==> config.mk <==
export PLATFORM = sky130hd
export DESIGN_NAME = usb_tx_encoder
export DESIGN_NICKNAME = d
export VERILOG_FILES = /design/src/rtl/usb_pkg.sv /design/src/rtl/usb_bit_stuffer.sv /design/src/rtl/usb_tx_encoder.sv
export SDC_FILE = /design/constraint.sdc
export NUM_CORES = 1
export LEC_CHECK = 0
export CAP_MARGIN = 20
export CORE_ASPECT_RATIO = 1.1
export CORE_MARGIN = 2
export CORE_UTILIZATION = 52
export CTS_CLUSTER_SIZE = 20
export DETAILED_ROUTE_END_ITERATION = 8
export PLACE_DENSITY = 0.75
export REMOVE_ABC_BUFFERS = 1
export SLEW_MARGIN = 5
export SYNTH_ARGS = -nofsm -noshare
export SYNTH_HDL_FRONTEND = slang
export SYNTH_HIERARCHICAL = 1
export SYNTH_SLANG_ARGS = --single-unit
==> constraint.sdc <==
create_clock -name clk -period 2.2 [get_ports clk]
set_input_delay 0.55 -clock clk [delete_from_list [all_inputs] [get_ports clk]]
set_output_delay 0.55 -clock clk [all_outputs]
set_load 0.02 [all_outputs]
==> src/rtl/usb_pkg.sv <==
`default_nettype none
// ============================================================================
// usb_pkg : shared FSM, stuffing and line-state definitions for the USB TX path
// Revision: 1.0
// ============================================================================
package usb_pkg;

  typedef enum logic [2:0] {
    IDLE    = 3'd0,
    SYNC    = 3'd1,
    DATA    = 3'd2,
    EOP_SE0 = 3'd3,
    EOP_J   = 3'd4
  } tx_state_t;

  localparam logic [7:0] SYNC_BYTE    = 8'h80;
  localparam logic [2:0] STUFF_LIMIT  = 3'd6;
  localparam logic [2:0] EOP_SE0_BITS = 3'd2;

  // Line states as {dp, dm}
  localparam logic [1:0] LINE_J   = 2'b10;
  localparam logic [1:0] LINE_K   = 2'b01;
  localparam logic [1:0] LINE_SE0 = 2'b00;

endpackage
`default_nettype wire

==> src/rtl/usb_bit_stuffer.sv <==
`default_nettype none
// ============================================================================
// usb_bit_stuffer : run-of-ones tracker with stuff insertion and NRZI level
// Revision: 1.0
// ============================================================================
module usb_bit_stuffer (
  input  logic clk,
  input  logic n_rst,
  input  logic strobe,
  input  logic clear,
  input  logic bit_in,
  output logic stall,
  output logic level_next
);
  import usb_pkg::*;

  logic [2:0] ones_q, ones_d;
  logic       level_q, level_d;
  logic       stuffed_bit;

  // While stalled the caller's bit is ignored and a forced 0 goes out instead.
  assign stall       = (ones_q == STUFF_LIMIT);
  assign stuffed_bit = bit_in & ~stall;
  assign level_next  = stuffed_bit ? level_q : ~level_q;

  always_comb begin
    ones_d  = ones_q;
    level_d = level_q;
    if (strobe) begin
      level_d = level_next;
      ones_d  = stuffed_bit ? ones_q + 3'd1 : 3'd0;
    end else if (clear) begin
      level_d = 1'b1;
      ones_d  = 3'd0;
    end
  end

  always_ff @(posedge clk or negedge n_rst) begin
    if (!n_rst) begin
      ones_q  <= 3'd0;
      level_q <= 1'b1;
    end else begin
      ones_q  <= ones_d;
      level_q <= level_d;
    end
  end

endmodule
`default_nettype wire

==> src/rtl/usb_tx_encoder.sv <==
`default_nettype none
// ============================================================================
// usb_tx_encoder : full-speed USB TX line encoder (SYNC, NRZI + stuffing, EOP)
// Revision: 1.0
// ============================================================================
module usb_tx_encoder #(
  parameter int CLKS_PER_BIT = 4
) (
  input  logic       clk,
  input  logic       n_rst,
  input  logic       tx_valid,
  input  logic [7:0] tx_data,
  input  logic       tx_last,
  output logic       tx_ready,
  output logic       dp,
  output logic       dm,
  output logic       tx_oe,
  output logic       tx_busy,
  output logic       tx_err
);
  import usb_pkg::*;

  localparam int               CNT_W    = (CLKS_PER_BIT > 2) ? $clog2(CLKS_PER_BIT) : 1;
  localparam logic [CNT_W-1:0] BIT_LAST = CNT_W'(CLKS_PER_BIT - 1);

  tx_state_t        state_q, state_d;
  logic [CNT_W-1:0] bit_cnt_q, bit_cnt_d;
  logic [2:0]       bit_idx_q, bit_idx_d;
  logic [7:0]       shift_q, shift_d;
  logic [2:0]       shift_cnt_q, shift_cnt_d;
  logic             shift_last_q, shift_last_d;
  logic [7:0]       hold_q, hold_d;
  logic             hold_full_q, hold_full_d;
  logic             hold_last_q, hold_last_d;
  logic             last_acc_q, last_acc_d;
  logic [1:0]       line_q, line_d, line_set;
  logic             oe_q, oe_d;
  logic             err_q, err_d;

  logic accept, bit_end, fetch, strobe, data_bit, stall, level_next, stuff_clear;

  assign accept      = tx_valid & tx_ready;
  assign bit_end     = (bit_cnt_q == BIT_LAST);
  assign stuff_clear = (state_q != SYNC) && (state_q != DATA);

  usb_bit_stuffer u_stuffer (
    .clk        (clk),
    .n_rst      (n_rst),
    .strobe     (strobe),
    .clear      (stuff_clear),
    .bit_in     (data_bit),
    .stall      (stall),
    .level_next (level_next)
  );

  always_comb begin
    state_d      = state_q;
    bit_idx_d    = bit_idx_q;
    shift_d      = shift_q;
    shift_cnt_d  = shift_cnt_q;
    shift_last_d = shift_last_q;
    hold_d       = hold_q;
    hold_full_d  = hold_full_q;
    hold_last_d  = hold_last_q;
    last_acc_d   = last_acc_q;
    line_set     = line_q;
    oe_d         = oe_q;
    err_d        = 1'b0;
    fetch        = 1'b0;
    strobe       = 1'b0;
    data_bit     = 1'b0;
    bit_cnt_d    = (state_q == IDLE || bit_end) ? '0 : bit_cnt_q + 1'b1;

    if (accept) begin
      hold_d      = tx_data;
      hold_full_d = 1'b1;
      hold_last_d = tx_last;
      if (tx_last) last_acc_d = 1'b1;
    end

    case (state_q)
      IDLE: if (accept) begin
        state_d      = SYNC;
        bit_idx_d    = 3'd0;
        shift_cnt_d  = 3'd0;
        shift_last_d = 1'b0;
        oe_d         = 1'b1;
        strobe       = 1'b1;
        data_bit     = SYNC_BYTE[0];
      end
      SYNC: if (bit_end) begin
        if (bit_idx_q == 3'd7) begin
          state_d = DATA;
          fetch   = 1'b1;
        end else begin
          bit_idx_d = bit_idx_q + 3'd1;
          strobe    = 1'b1;
          data_bit  = SYNC_BYTE[bit_idx_q + 3'd1];
        end
      end
      DATA: if (bit_end) begin
        if (stall) strobe = 1'b1;
        else       fetch  = 1'b1;
      end
      EOP_SE0: if (bit_end) begin
        if (bit_idx_q == EOP_SE0_BITS - 3'd1) begin
          state_d  = EOP_J;
          line_set = LINE_J;
        end else begin
          bit_idx_d = bit_idx_q + 3'd1;
        end
      end
      EOP_J: if (bit_end) begin
        state_d    = IDLE;
        oe_d       = 1'b0;
        last_acc_d = 1'b0;
      end
      default: state_d = IDLE;
    endcase

    // A byte arriving exactly on an empty-boundary bypasses hold so it is never stranded.
    if (fetch) begin
      if (shift_cnt_q != 3'd0) begin
        strobe      = 1'b1;
        data_bit    = shift_q[0];
        shift_d     = {1'b0, shift_q[7:1]};
        shift_cnt_d = shift_cnt_q - 3'd1;
      end else if (hold_full_q || accept) begin
        strobe       = 1'b1;
        data_bit     = hold_full_q ? hold_q[0] : tx_data[0];
        shift_d      = {1'b0, (hold_full_q ? hold_q[7:1] : tx_data[7:1])};
        shift_cnt_d  = 3'd7;
        shift_last_d = hold_full_q ? hold_last_q : tx_last;
        hold_full_d  = 1'b0;
      end else begin
        state_d   = EOP_SE0;
        bit_idx_d = 3'd0;
        line_set  = LINE_SE0;
        err_d     = ~shift_last_q;
      end
    end
  end

  assign line_d = strobe ? (level_next ? LINE_J : LINE_K) : line_set;

  always_ff @(posedge clk or negedge n_rst) begin
    if (!n_rst) begin
      state_q      <= IDLE;
      bit_cnt_q    <= '0;
      bit_idx_q    <= 3'd0;
      shift_q      <= 8'd0;
      shift_cnt_q  <= 3'd0;
      shift_last_q <= 1'b0;
      hold_q       <= 8'd0;
      hold_full_q  <= 1'b0;
      hold_last_q  <= 1'b0;
      last_acc_q   <= 1'b0;
      line_q       <= LINE_J;
      oe_q         <= 1'b0;
      err_q        <= 1'b0;
    end else begin
      state_q      <= state_d;
      bit_cnt_q    <= bit_cnt_d;
      bit_idx_q    <= bit_idx_d;
      shift_q      <= shift_d;
      shift_cnt_q  <= shift_cnt_d;
      shift_last_q <= shift_last_d;
      hold_q       <= hold_d;
      hold_full_q  <= hold_full_d;
      hold_last_q  <= hold_last_d;
      last_acc_q   <= last_acc_d;
      line_q       <= line_d;
      oe_q         <= oe_d;
      err_q        <= err_d;
    end
  end

  assign dp       = line_q[1];
  assign dm       = line_q[0];
  assign tx_oe    = oe_q;
  assign tx_busy  = (state_q != IDLE);
  assign tx_err   = err_q;
  assign tx_ready = ~hold_full_q & ~last_acc_q & (state_q != EOP_SE0) & (state_q != EOP_J);

endmodule
`default_nettype wire

==> results of run 1 <==
-- flip-flops by register name, indices dropped and copies added (netlist names), 2 cells and up --
name	cells
bit_cnt_q	2
bit_idx_q	3
hold_q	8
line_q	2
shift_cnt_q	3
shift_q	7
state_q	3
u_stuffer/ones_q	3
-- worst max-delay path, delay by kind of cell (launching register included) --
kind,cells,cell delay (ns)
flops,1,0.39
compound gates,4,0.60
buf+inv,3,0.34
simple gates,2,0.35
fa+ha+maj,2,0.37
-- worst max path at each step --
stage	endpoint	cells after the start	startpoint
final	u_stuffer/ones_q[2]	11	bit_idx_q[1]
after global routing	u_stuffer/ones_q[2]	11	bit_idx_q[1]
after CTS	tx_ready	3	state_q[1]
after detailed placement	line_q[1]	9	tx_valid
after global placement	line_q[1]	9	tx_valid
after floorplan	shift_q[0]	4	hold_full_q
-- what timing repair did --
item                       in CTS  in global routing
setup endpoints to repair      19                  8
pin swaps                       7                 11
resized for setup              18                 10
buffers inserted                3                  2
-- layout by cell type, fill, tap and decap left out, types with 8 or more instances in the layout --
cell type and count:
dfrtp_1 36, clkdlybuf4s50_1 13, nand2_1 18, inv_1 12, buf_4 41, mux2i_1 8
a21oi_1 8, o21ai_0 10
-- power groups by stage --
stage / Sequential [mW] / Combinational [mW] / Clock (mW)
after floorplan: 1.24 / 0.982 / 0
after global placement: 1.18 / 1.66 / 0
after detailed placement: 1.19 / 1.71 / 0
after CTS: 1.20 / 1.79 / 0.506
after global routing: 1.26 / 2.03 / 0.532
final: 1.22 / 1.83 / 0.495
-- routing by layer --
layer	wire length (um)	share of wire [%]	track usage (%)
met4	23	0.46	6.25
met2	2600	52	39.4
met3	139	2.8	5.12
met5	0	0	0
met1	2280	45	29.4
-- logic make-up after synthesis --
family	Yosys count	synth area share (%)
AOI/OAI and AO/OA	51	16.6
buffers and inverters	24	4.86
DFF	38	43.5
muxes	22	12.1
adders and majority gates	10	5.71
xor gates and xnor gates	1	0.400
and+or+nand+nor	66	16.9
-- layout make-up --
type	count	area share, %
clock buffer	7	3.02
clock inverter	1	0.175
inverter	14	1.84
multi-input combinational	150	42.7
sequential	38	33.3
tap	52	2.27
timing repair buffer	59	16.7
-- through the flow --
step                area (sq um)  hold WS, ns  setup TNS [ns]
finish                      2860        0.298               0
global route                2860        0.345          -0.198
CTS                         2810        0.321               0
detailed placement          2640        0.437          -10.83
global placement            2640        0.431          -10.21
floorplan                   2140        0.254           -3.90
==> results.sh, run 1 <==
export IMPL_hold_class="in2async"
export IMPL_p_leak_nw=1.32
export IMPL_grt_pass1_vias=1793
export IMPL_worstMarginPinSlew_ns=0.490
export IMPL_p_clk_share_pct=14.0
export IMPL_r2r_cells=11
export IMPL_synth_common_cells="dfrtp_1, nand2_1, inv_1"
export IMPL_vdd_drop_max_v=0.000645
export IMPL_ant_nets=0
export IMPL_clockRootBuffer="clkbuf_8"
export IMPL_fp_dieW_um=65.9
export IMPL_drtPass1Iterations=4
export IMPL_drt_iter0_drc=107
export IMPL_synth_avg_cell_area_sq_um=10.3
export IMPL_fmax_mhz=458
export IMPL_grt_antenna_before_repair=0
export IMPL_combPwrFrac_pct=51.6
export IMPL_cts_hold_buf=0
export IMPL_cpPeakStageDelay_ns=0.39
export IMPL_p_per_area_nw_per_um2=1240
export IMPL_p_sw_share_pct=38.3
export IMPL_finalSetupViolCount=0
export IMPL_wl_per_cell_um=15.7
export IMPL_layout_area_seq_sq_um=953
export IMPL_power_total_mw=3.54
export IMPL_yosys_warnings=6
export IMPL_rsz0062_at_grt="yes"
export IMPL_viasPerCell=5.57
export IMPL_cts_buffer_depth=2
export IMPL_rows=24
export IMPL_slew_headroom_pct=67.4
export IMPL_dr_total_vias=1789
export IMPL_cp_end_kind="flop"
export IMPL_cts_tree="done"
export IMPL_die_h_um=72.1
export IMPL_worst_path_max_fanout=4
export IMPL_cp_start_kind="flop"
export IMPL_clock_sinks=38
export IMPL_syn_area_sq_um=2190
export IMPL_fin_crit_sh_pct=99.2
export IMPL_path_clk_slew_ns=0.08
export IMPL_cts_max_level=2
export IMPL_rr_endpoint="u_stuffer/ones_q[2]"
export IMPL_required_ns=2.38
export IMPL_drv_cap=0
export IMPL_dp_hpwl_mm=3.47
export IMPL_grt_max_degree=39
export IMPL_synthCells=212
export IMPL_wirelength_mm=5.04
export IMPL_fin_crit_ns=2.18
export IMPL_yosysTopAreaCell="dfrtp_1"
export IMPL_crit_top_cell="o21ai_1"
export IMPL_worstPathCellList="ha_2, ha_4, nand3b_1, a21oi_4, buf_4, buf_6, a221oi_4, inv_2, and4bb_1, o21ai_1, o21ai_1"
export IMPL_fin_nets=290
export IMPL_nFillCells=306
export IMPL_io_pins=18
export IMPL_ys_seq_area_share_pct=43.5
export IMPL_cts_buffers=5
export IMPL_yosysMostFrequentCell="dfrtp_1"
export IMPL_r2r_start="bit_idx_q[1]"
export IMPL_regToRegSetupSlack_ns=0.02
export IMPL_multiInputGateArea_sq_um=1220
export IMPL_worstPathArrival_ns=2.36
export IMPL_power_frac_seq_pct=34.4
export IMPL_fin_ws_ns=0.0183
export IMPL_internal_power_mw=2.18
export IMPL_overflow=0
export IMPL_synth_async_reset_ratio_pct=100
export IMPL_finalHoldViolations=0
export IMPL_critPathSlowestCell="dfrtp_1"
export IMPL_syn2layout_area_growth_pct=30.6
export IMPL_clock_latency_ns=0.29
export IMPL_place_inst=308
export IMPL_portBuffers=17
export IMPL_synth_edff_count=0
export IMPL_pre_cts_ws_ns=-0.549
export IMPL_grt_use_total_pct=23.0
export IMPL_core_area_sq_um=3990
export IMPL_grt_pass1_wl_mm=8.29
export IMPL_final_cells=321
export IMPL_drc=0
export IMPL_clock_skew_ns=0.0115
export IMPL_routabilityCongestion=0.859
export IMPL_synthTopCellsByArea="dfrtp_1, ha_1, mux2_4, mux2i_1, mux2_1"
export IMPL_slew_violations=0
export IMPL_status="completed"
export IMPL_dieArea_sq_um=4750
export IMPL_drive_gt1_share_pct=30.1
export IMPL_switching_power_mw=1.36
export IMPL_ys_seq_elements=38
export IMPL_critPathKind="reg2reg"
export IMPL_yosys_area_top_type_share_pct=41.1
export IMPL_antennaDiodeCount=0
export IMPL_initial_core_util_pct=54.8
export IMPL_synthFlopType="dfrtp_1"
export IMPL_fin_util_pct=71.6
export IMPL_synth_distinct_cells=54
(Power assumes the default switching activity.)
==> run 2: changes to the inputs <==
--- a/config.mk
+++ b/config.mk
@@ -5,7 +5,7 @@
 export SDC_FILE = /design/constraint.sdc
 export NUM_CORES = 1
 export LEC_CHECK = 0
-export CAP_MARGIN = 20
+export CAP_MARGIN = 15
 export CORE_ASPECT_RATIO = 1.1
 export CORE_MARGIN = 2
 export CORE_UTILIZATION = 52
==> results of run 2 <==
Same layout as run 1: the final DEF is identical, and so are final timing and power.
==> run 3: changes to the inputs <==
--- a/config.mk
+++ b/config.mk
@@ -8,10 +8,11 @@
 export CAP_MARGIN = 15
 export CORE_ASPECT_RATIO = 1.1
 export CORE_MARGIN = 2
-export CORE_UTILIZATION = 52
+export CORE_UTILIZATION = 50
 export CTS_CLUSTER_SIZE = 20
 export DETAILED_ROUTE_END_ITERATION = 8
-export PLACE_DENSITY = 0.75
+export GPL_TIMING_DRIVEN = 1
+export PLACE_DENSITY = 0.73
 export REMOVE_ABC_BUFFERS = 1
 export SLEW_MARGIN = 5
 export SYNTH_ARGS = -nofsm -noshare
==> run 3 against run 2 <==
Maximum frequency barely moved. Die area rose by 3.8%. Combinational power barely moved. Sequential share of layout area barely moved. Hold slack got worse by 0.0073 ns. Core utilization fell by 4.4 points. First-iteration DRC count rose by 52%. Critical path type unchanged. Critical endpoint is now line_q[1].
==> results.sh, run 3 (same netlist as run 1, synthesis figures left out) <==
export IMPL_place_inst=306
export IMPL_syn2layout_area_growth_pct=30.5
export IMPL_initial_core_util_pct=51.5
export IMPL_slew_headroom_pct=66.6
export IMPL_grt_max_degree=39
export IMPL_hold_class="in2async"
export IMPL_drive_gt1_share_pct=29.1
export IMPL_worstPathCellList="inv_1, ha_2, and2_4, or3b_4, a21oi_4, o21ai_2, o21ai_2, a21boi_4, xnor2_2, inv_1, mux2i_1"
export IMPL_setup_tns_ns=0
export IMPL_routabilityCongestion=0.880
export IMPL_fmax_mhz=458
export IMPL_grt_use_total_pct=22.1
export IMPL_cts_hold_buf=0
export IMPL_dr_total_vias=1823
export IMPL_vdd_drop_max_v=0.000512
export IMPL_grt_antenna_before_repair=0
export IMPL_cts_buffers=5
export IMPL_final_common_cell="buf_4"
export IMPL_path_clk_slew_ns=0.08
export IMPL_path_buf_inv=2
export IMPL_ant_nets=0
export IMPL_grtUsageMet1_pct=26.4
export IMPL_rsz0062_at_grt="yes"
export IMPL_overflow=0
export IMPL_cts_max_level=2
export IMPL_r2r_start="u_stuffer/ones_q[0]"
export IMPL_power_total_mw=3.51
export IMPL_grt_pass1_vias=1775
export IMPL_status="completed"
export IMPL_worstMarginPinSlew_ns=0.501
export IMPL_crit_family="compound AO/OA/AOI/OAI gates"
export IMPL_rr_endpoint="line_q[1]"
export IMPL_p_leak_nw=1.33
export IMPL_regMostFlops="hold_q"
export IMPL_hold_slack_ns=0.291
export IMPL_cts_buffer_depth=2
export IMPL_die_h_um=73.4
export IMPL_drv_cap=0
export IMPL_viasPerCell=5.66
export IMPL_critPathSlowestCell="or3b_4"
export IMPL_worst_path_max_fanout=3
export IMPL_cpPeakStageDelay_ns=0.41
export IMPL_clock_skew_ns=0.00919
export IMPL_drtPass1Iterations=4
export IMPL_fin_crit_ns=2.18
export IMPL_antennaDiodeCount=0
export IMPL_drt_iter0_drc=163
export IMPL_wirelength_mm=5.14
export IMPL_finalHoldViolations=0
export IMPL_critPathKind="reg2reg"
export IMPL_grt_use_met3_pct=5.21
export IMPL_finalSetupViolCount=0
export IMPL_dieArea_sq_um=4930
export IMPL_fin_nets=289
export IMPL_busiest_layer="met2"
export IMPL_wl_per_cell_um=16.0
export IMPL_fin_crit_sh_pct=99.2
export IMPL_cts_tree="done"
export IMPL_grt_pass1_wl_mm=8.15
export IMPL_clockRootBuffer="clkbuf_8"
export IMPL_layout_common_cells="buf_4, dfrtp_1, nand2_1, clkdlybuf4s50_1, inv_1"
export IMPL_dp_hpwl_mm=3.42
export IMPL_r2r_cells=11
export IMPL_portBuffers=17
export IMPL_gr_usage_met2_pct=37.6
export IMPL_critPathLaunch="u_stuffer/ones_q[0]"
export IMPL_largestRegisters="hold_q: 8 flops, shift_q: 7 flops"
export IMPL_clock_sinks=38
export IMPL_core_area_sq_um=4250
export IMPL_fin_util_pct=67.2
export IMPL_drc=0
export IMPL_worstPathArrival_ns=2.41
export IMPL_cp_start_kind="flop"
export IMPL_fp_dieW_um=67.1
export IMPL_slew_violations=0
export IMPL_required_ns=2.42
export IMPL_p_per_area_nw_per_um2=1230
export IMPL_largest_reg_flops=8
export IMPL_clock_latency_ns=0.30
export IMPL_cp_end_kind="flop"
export IMPL_io_pins=18
export IMPL_regToRegSetupSlack_ns=0.02
export IMPL_final_cells=322
export IMPL_rows=25
run 3: changes by cell type in the layout (fill, tap and decap cells not counted), sizes merged:
cell	change
buf	-1
clkbuf	-1
clkinvlp	+1
run 3: metal layers:
metal	routed length, um	vias to the layer above
met5	0	-
li1	-	879
met3	160	6
met1	2280	900
met4	78	0
met2	2620	38
run 3: worst reg2reg max path, delay by kind of cell (launching register included):
kind | cells | cell delay, ns
AOI/OAI and AO/OA | 4 | 0.68
and+or+nand+nor | 2 | 0.55
DFF | 1 | 0.34
adders and majority gates | 1 | 0.18
xor gates and xnor gates | 1 | 0.15
muxes | 1 | 0.12
buffers and inverters | 2 | 0.11
run 3: worst max path at each step:
stage          slack (ns)  cells after the start          to
6_report             0.02                     11   line_q[1]
5_1_grt              -0.1                     11   line_q[1]
4_1_cts              0.01                     11   line_q[1]
3_5_place_dp        -0.53                      9   line_q[1]
3_3_place_gp        -0.45                      9   line_q[1]
2_1_floorplan       -0.38                      4  shift_q[0]
run 3: metrics by stage:
stage	area, sq um	worst slack (ns)
after floorplan	2140	-0.380
after global placement	2630	-0.447
after detailed placement	2630	-0.534
after CTS	2770	0.0142
after global routing	2860	-0.0954
final	2860	0.0179
run 3: final cells by class:
class	instances	area, sq um
Timing Repair Buffer	58	485
Sequential cell	38	953
Tap cell	54	67.6
Inverter	14	52.6
Multi-Input combinational cell	150	1200
Fill cell	352	1400
Clock inverter	2	12.5
Clock buffer	6	82.6
run 3: where the power goes:
part	leakage (nW)	internal (mW)	total (mW)	switching [mW]
clock	0.0472	0.252	0.511	0.260
combinational	0.823	0.919	1.80	0.885
sequential	0.456	0.998	1.20	0.199
total	1.33	2.17	3.51	1.34
run 3: what timing repair did:
action / CTS / global route
hold endpoints to repair: 0 / 0
endpoints found under the setup margin: 20 / 13
setup buffers: 2 / 7
resized for setup: 10 / 14
pin swaps: 5 / 6
